$ cat src/rtl/div_int_iter.sv
// Iterative restoring radix-2 integer divider (unsigned / two's-complement signed).
// Define DIV_INT_ITER_EARLY_OUT_EN to bypass iteration for trivial requests.
module div_int_iter #(
  parameter int unsigned WIDTH = 32
) (
  input  logic             clock,
  input  logic             reset,
  input  logic             valid_in,
  output logic             ready_out,
  input  logic             opcode,
  input  logic [WIDTH-1:0] dividend,
  input  logic [WIDTH-1:0] divisor,
  output logic             valid_out,
  input  logic             ready_in,
  output logic [WIDTH-1:0] quotient,
  output logic [WIDTH-1:0] remainder
);

  localparam int unsigned CW       = $clog2(WIDTH + 1);
  localparam logic [CW-1:0] CNT_LOAD = CW'(WIDTH);

  typedef enum logic [1:0] {IDLE, CALC, FIX, DONE} state_t;

  state_t           state;
  logic [WIDTH-1:0] acc_q;
  logic [WIDTH-1:0] dsr_q;
  logic [WIDTH-1:0] rem_q;
  logic [CW-1:0]    cnt_q;
  logic             q_neg_q;
  logic             r_neg_q;

  logic             a_neg_c;
  logic             b_neg_c;
  logic             div_zero_c;
  logic [WIDTH-1:0] a_mag_c;
  logic [WIDTH-1:0] b_mag_c;
  logic [WIDTH:0]   rem_sh_c;
  logic             fits_c;
  logic [WIDTH-1:0] rem_nx_c;
  logic             early_c;
  logic [WIDTH-1:0] early_q_c;
  logic [WIDTH-1:0] early_r_c;

  // Operand magnitudes and one restoring step; acc_q shifts dividend bits out and quotient bits in
  always_comb begin
    a_neg_c    = opcode & dividend[WIDTH-1];
    b_neg_c    = opcode & divisor[WIDTH-1];
    a_mag_c    = a_neg_c ? -dividend : dividend;
    b_mag_c    = b_neg_c ? -divisor : divisor;
    div_zero_c = (divisor == '0);
    rem_sh_c   = {rem_q, acc_q[WIDTH-1]};
    fits_c     = rem_sh_c[WIDTH] | (rem_sh_c[WIDTH-1:0] >= dsr_q);
    rem_nx_c   = fits_c ? (rem_sh_c[WIDTH-1:0] - dsr_q) : rem_sh_c[WIDTH-1:0];
  end

`ifdef DIV_INT_ITER_EARLY_OUT_EN
  localparam logic [WIDTH-1:0] MIN_NEG = {1'b1, {(WIDTH-1){1'b0}}};
  logic ovf_c;

  always_comb begin
    ovf_c     = opcode & (dividend == MIN_NEG) & (divisor == '1);
    early_c   = div_zero_c | ovf_c | (a_mag_c < b_mag_c);
    early_q_c = div_zero_c ? '1 : (ovf_c ? MIN_NEG : '0);
    early_r_c = ovf_c ? '0 : dividend;
  end
`else
  always_comb begin
    early_c   = 1'b0;
    early_q_c = '0;
    early_r_c = '0;
  end
`endif

  // Control FSM with registered handshake and result outputs
  always_ff @(posedge clock or negedge reset) begin
    if (!reset) begin
      state     <= IDLE;
      ready_out <= 1'b0;
      valid_out <= 1'b0;
      quotient  <= '0;
      remainder <= '0;
      acc_q     <= '0;
      dsr_q     <= '0;
      rem_q     <= '0;
      cnt_q     <= '0;
      q_neg_q   <= 1'b0;
      r_neg_q   <= 1'b0;
    end else begin
      case (state)
        IDLE: begin
          ready_out <= 1'b1;
          if (valid_in && ready_out) begin
            ready_out <= 1'b0;
            // Divide-by-zero keeps the all-ones magnitude quotient unsigned
            q_neg_q   <= (a_neg_c ^ b_neg_c) & ~div_zero_c;
            r_neg_q   <= a_neg_c;
            if (early_c) begin
              state     <= DONE;
              valid_out <= 1'b1;
              quotient  <= early_q_c;
              remainder <= early_r_c;
            end else begin
              state <= CALC;
              acc_q <= a_mag_c;
              dsr_q <= b_mag_c;
              rem_q <= '0;
              cnt_q <= CNT_LOAD;
            end
          end
        end
        CALC: begin
          // The cycle that finds the counter at zero hands over to FIX
          if (cnt_q != '0) begin
            acc_q <= {acc_q[WIDTH-2:0], fits_c};
            rem_q <= rem_nx_c;
            cnt_q <= cnt_q - CW'(1);
          end else begin
            state <= FIX;
          end
        end
        FIX: begin
          quotient  <= q_neg_q ? -acc_q : acc_q;
          remainder <= r_neg_q ? -rem_q : rem_q;
          valid_out <= 1'b1;
          state     <= DONE;
        end
        DONE: begin
          if (ready_in) begin
            valid_out <= 1'b0;
            ready_out <= 1'b1;
            state     <= IDLE;
          end
        end
        default: state <= IDLE;
      endcase
    end
  end

endmodule
$ cat config.mk
export PLATFORM = sky130hd
export DESIGN_NAME = div_int_iter
export DESIGN_NICKNAME = d
export VERILOG_FILES = /design/src/rtl/div_int_iter.sv
export SDC_FILE = /design/constraint.sdc
export NUM_CORES = 1
export LEC_CHECK = 0
export ABC_AREA = 0
export CAP_MARGIN = 10
export CORE_MARGIN = 2
export CORE_UTILIZATION = 55
export CTS_BUF_LIST = sky130_fd_sc_hd__clkbuf_8
export DETAILED_ROUTE_END_ITERATION = 16
export MAX_ROUTING_LAYER = met4
export PLACE_DENSITY = 0.84
export SYNTH_ARGS = -nofsm -noshare
export SYNTH_HDL_FRONTEND = slang
export SYNTH_SLANG_ARGS = --single-unit
$ cat constraint.sdc
create_clock -name clock -period 3.3 [get_ports clock]
set_input_delay 0.825 -clock clock [delete_from_list [all_inputs] [get_ports clock]]
set_output_delay 0.825 -clock clock [all_outputs]
set_load 0.02 [all_outputs]
# Word level (Yosys, flattened, before mapping)
# Cells that the tools add are included.
dict set report classes {
  mux 23
  n_addsub 6
  n_eq_ne 7
  reduce_logical 12
  n_bitwise 6
  n_lt_le_gt_ge 1
}
# operator count
set op_table {}
lappend op_table {{$mux 32} 9}
lappend op_table {{$neg 32->32} 4}
lappend op_table {{$pmux 32 s2} 2}
lappend op_table {{$ge 32x32->1} 1}
lappend op_table {{$logic_not 32->1} 1}
lappend op_table {{$sub 32x32->32} 1}
lappend op_table {{$mux 6} 2}
lappend op_table {{$pmux 6 s2} 1}
lappend op_table {{$ne 2x2->1 const B} 4}
lappend op_table {{$pmux 2 s4} 1}
lappend op_table {{$mux 2} 3}
lappend op_table {{$reduce_and 2->1} 3}
lappend op_table {{$reduce_and 3->1} 2}
lappend op_table {{$reduce_bool 2->1} 3}
lappend op_table {{$reduce_bool 6->1} 1}
lappend op_table {{$sub 6x1->6 const B} 1}
lappend op_table {{$eq 2x2->1 const B} 2}
lappend op_table {{$pmux 1 s2} 2}
lappend op_table {{$and 1x1->1} 3}
lappend op_table {{$mux 1} 3}
lappend op_table {{$eq 2x1->1 const B} 1}
lappend op_table {{$logic_not 2->1} 1}
lappend op_table {{$logic_and 1x1->1} 1}
lappend op_table {{$not 1->1} 1}
lappend op_table {{other kinds (2)} 2}
dict set report totals {
  in_bits 69
  register_bits 172
  wordCells 66
  out_inout_bits 66
}

# Logic depth before layout (Yosys ltp)
dict set report depth {
  depth_word 5
  ltp_mapped 13
  ltp_nobuf 12
}

# Least setup slack after synthesis
# Ideal clock, no wire load.
dict set report synth_path {
  path_kind {input to register}
  startpoint {input dividend[6]}
  endpoint {register acc_q[30]}
  cell_stages 9
  arrival_time_ns 2.897
  setup_time_ns 0.133
  setup_slack_ns 0.270
  required_time_ns 3.167
  n_path_buf 0
  path_cell_list {or4_1 > nor4b_1 > nand2_1 > nor4_1 > a21oi_1 > xnor2_1 > nor2_1 > a21oi_1 > o21ai_0}
}
dict set report synth_between {
  elab_chain_cells 4
}
# element line
set synth_lines {}
lappend synth_lines {{start: declaration} 11} ;# input logic [WIDTH-1:0] dividend,
lappend synth_lines {{$neg 32->32} 48} ;# a_mag_c = a_neg_c ? -dividend : dividend;
lappend synth_lines {{$mux 32} 48}
lappend synth_lines {{$mux 32} 92} ;# if (valid_in && ready_out) begin
lappend synth_lines {{$pmux 32 s2} 89} ;# case (state)
lappend synth_lines {{end signal: assignment} 104} ;# acc_q <= a_mag_c;
lappend synth_lines {{end signal: assignment} 114} ;# acc_q <= {acc_q[WIDTH-2:0], fits_c};
lappend synth_lines {{end: declaration} 25} ;# logic [WIDTH-1:0] acc_q;
# Every way passes these cells. The select of a mux whose other input is x is not followed.
# A chain may end at the register's enable or synchronous reset.

# Worst setup path after layout
dict set report layout_path {
  startpoint {register rem_q[1]}
  endpoint {register remainder[29]}
}
dict set report layout_between {
  elab_chain_cells 2
}
# element line
set layout_lines {}
lappend layout_lines {{start: declaration} 27} ;# logic [WIDTH-1:0] rem_q;
lappend layout_lines {{start signal: assignment} 115} ;# rem_q <= rem_nx_c;
lappend layout_lines {{$neg 32->32} 123} ;# remainder <= r_neg_q ? -rem_q : rem_q;
lappend layout_lines {{$mux 32} 123}
lappend layout_lines {{end signal: assignment} 101} ;# remainder <= early_r_c;
lappend layout_lines {{end signal: assignment} 123}
lappend layout_lines {{end: declaration} 16} ;# output logic [WIDTH-1:0] remainder
# Every way passes these cells.

==> impl_metrics.tcl <==
set metrics [dict create \
    status "finished, final reports clean" \
    critPathCaptureType "flop" \
    mostFrequentLayoutCells "dfrtp_1 (170), a21oi_1 (155), o21ai_0 (152)" \
    cts.clk_slew.worst_paths_ns 0.10 \
    power_frac_seq_pct 31.5 \
    finalHoldViolCount 0 \
    synthCells 1332 \
    utilization_pct 67.92 \
    tightestPinTransition_ns 1.013 \
    ys_top_cells_by_area "dfrtp_1 (39%), xor2_1 (7.5%), a21oi_1 (6.9%)" \
    path_cells "nor4_2 > inv_1 > or3_1 > or4_4 > or3_4 > or4_4 > o41ai_4 > xor2_1 > a21oi_1" \
    core_um2 20100 \
    route.detailed.drc 0 \
    area_growth_pct 22.29 \
    vias_per_cell 5.743 \
    routed_wl_um 27840 \
    die_y_um 146.5 \
    first_pass_iters 6 \
    worstPathMaxFanout 7 \
    cp.arrival_ns 3.53 \
    slowest_delay_ns 0.47 \
    grt_use_total_pct 27.29 \
    ys_async_sr_fraction_pct 100.0 \
    hold_buffers 0 \
    hpwl_um 20920 \
    p_leak_nw 5.619 \
    cts-root-buf "clkbuf_8" \
    grt_pass1_wl_um 46660 \
    p_clk_share_pct 12.6 \
    share_comb_of_total_power_pct 55.9 \
    die_x_um 146.5 \
    ios 135 \
    grt_overflow 0 \
    max_freq_mhz 311.8 \
    portBuffers 134 \
    fin_ws_ns 0.09301 \
    synthMuxAreaShare_pct 2.734 \
    initial_core_util_pct 55.55 \
    peakVddDrop_mv 0.3721 \
    nNetsFinal 1604 \
    die_area_um2 21460 \
    synth_ff_type "dfrtp_1" \
    grt_max_degree 70 \
    synthSimpleGateAreaFrac_pct 16.93 \
    avgSynthCellArea_um2 8.384 \
    cts_buffer_depth 2 \
    gp_congestion 0.9112 \
    start_kind "flop" \
    antenna_found_initial 0 \
    synth-edff-count 0 \
    timing.final.crit_share_pct 97.18 \
    fin_skew_ns 0.01204 \
    fin_tns_setup_ns 0 \
    sw_frac_of_total_pct 45.26 \
    synth_top_area_share_pct 38.54 \
    drive_above_1_share_pct 9.103 \
    net-switching-power_mw 5.108 \
    final_common_cell "dfrtp_1" \
    register_area_um2 4307 \
    slew_headroom_pct 32.48 \
    synth-xor-area-share_pct 11.45 \
    ctsResizeCount 0 \
    pre_cts_ws_ns -0.2637 \
    htreeDepth 4 \
    critPathKind "flop to flop" \
    yosysTopAreaCell "dfrtp_1" \
    clock_latency_ns 0.47 \
    cts_tree "done" \
    setup_violations 0 \
    cp_data_required_time_ns 3.62 \
    diodes 0 \
    cp_slowest_cell "dfrtp_2" \
    synth_fa_ha_area_share_pct 4.885 \
    cts_sinks 172 \
    slew_viol_final 0 \
    rsz0062_at_grt "true" \
    period_minus_slack_ns 3.207 \
    worstHoldPathType "input port to asynchronous set/reset pin" \
    antenna_left 0 \
    wl_per_cell_um 15.68 \
    synth_cell_types 59 \
    grt_pass1_vias 9610 \
    yosys_register_bits 172 \
    synthesis.area_um2 11170 \
    yosysWarningCount 0 \
    synth_nets 1444 \
    maxCapViolCount 0 \
    numCtsBuffers 17 \
    crit_top_cell "or4_4" \
    n_fill_cell 1577 \
    drt-initial-drc-count 932 \
    seq_area_frac_synth_pct 38.54 \
    internal_power_mw 6.178 \
    vias 10194 \
    synth_compound_area_share_pct 21.24 \
    post_cts_buffers 0 \
    multi_input_area_um2 6455 \
    power_density_nw_per_um2 826.5 \
    num_rows 52 \
    synth_top_family_by_area "compound AO/OA/AOI/OAI gates" \
]
## power by group through the flow
stage | registers, mW | logic (mW) | clock network, mW
finish | 3.56 | 6.31 | 1.42
global route | 3.65 | 7.01 | 1.53
CTS | 3.52 | 6.26 | 1.44
detailed placement | 3.56 | 6.23 | 0
global placement | 3.53 | 6.06 | 0
floorplan | 3.74 | 3.88 | 0
## metrics by stage
step	cell area (um2)	power, mW	std cells	hold WS (ns)
floorplan	11170	7.620	1332	0.4498
global placement	13250	9.593	1743	0.4620
detailed placement	13250	9.797	1743	0.4706
CTS	13620	11.23	1775	0.3606
global route	13660	12.19	1775	0.3756
finish	13660	11.29	1775	0.3535
## layout make-up
class,count,area share (%)
sequential,172,31.54
clock inverter,14,0.8979
tap,270,2.474
inverter,56,1.539
timing repair buffer,210,14.47
clock buffer,18,1.814
multi-input combinational,1035,47.27
## worst paths after layout
path                                start            end  slack (ns)  cells past startpoint
worst max register to register   rem_q[1]  remainder[29]        0.09                      9
worst min-delay path                reset   quotient[15]        0.35                      1
worst min register to register  dsr_q[15]      dsr_q[15]        0.49                      2
min in group clock              dsr_q[15]      dsr_q[15]        0.49                      2
worst max-delay path             rem_q[1]  remainder[29]        0.09                      9
max in group asynchronous           reset       rem_q[3]        2.17                      2
## critical path: cells and delay by family (launching register included)
kind	cells	cell delay [ns]
and+or+nand+nor	5	1.95
DFF	1	0.47
AOI/OAI and AO/OA	2	0.34
xor gates and xnor gates	1	0.20
buffers and inverters	1	0.11
## synthesized netlist by cell type, drive strengths merged (3+ instances only)
library cell and count:
ha 42, xnor2 50, nor3 22, nor2 124
o41ai 17, dfrtp 172, a31oi 4, or4 20
o21bai 4, a21boi 3, nor4 13, and3 8
buf 10, clkbuf 59, a22oi 6, mux2i 26
o31ai 27, nand4 9, o211ai 4, nand2b 6
a21o 15, xor2 96, o21ai 155, or2 5
a21oi 155, nand2 134, nor2b 5, o21a 3
nand3b 3, a2111oi 3, mux2 4, a211oi 6
nand3 31, nor3b 3, or3 15, and2 3
inv 56
## cell families (layout without fill, tap and decap cells)
| family | count (synthesis) | count (layout) |
|---|---|---|
| AOI/OAI and AO/OA | 412 | 412 |
| xor gates and xnor gates | 146 | 146 |
| adders and majority gates | 43 | 43 |
| buffers and inverters | 125 | 298 |
| DFF | 172 | 172 |
| muxes | 30 | 30 |
| and+or+nand+nor | 404 | 404 |
## routing by layer
| layer | wire length, um | GRT usage (%) | part of all wire (%) |
|---|---|---|---|
| met5 | 0 | - | 0 |
| met4 | 560 | 8.398 | 2.0 |
| met3 | 1887 | 3.844 | 6.8 |
| met2 | 12550 | 41.08 | 45 |
| met1 | 12840 | 38.53 | 46 |
## state kept, by name, summed over array words and instances, names as in the netlist
signal,flops
rem_q,32
quotient,32
ready_out,1
cnt_q,6
state,2
dsr_q,32
valid_out,1
acc_q,32
remainder,32
q_neg_q,1
r_neg_q,1
Note: power is estimated with default switching activity, not from simulation.
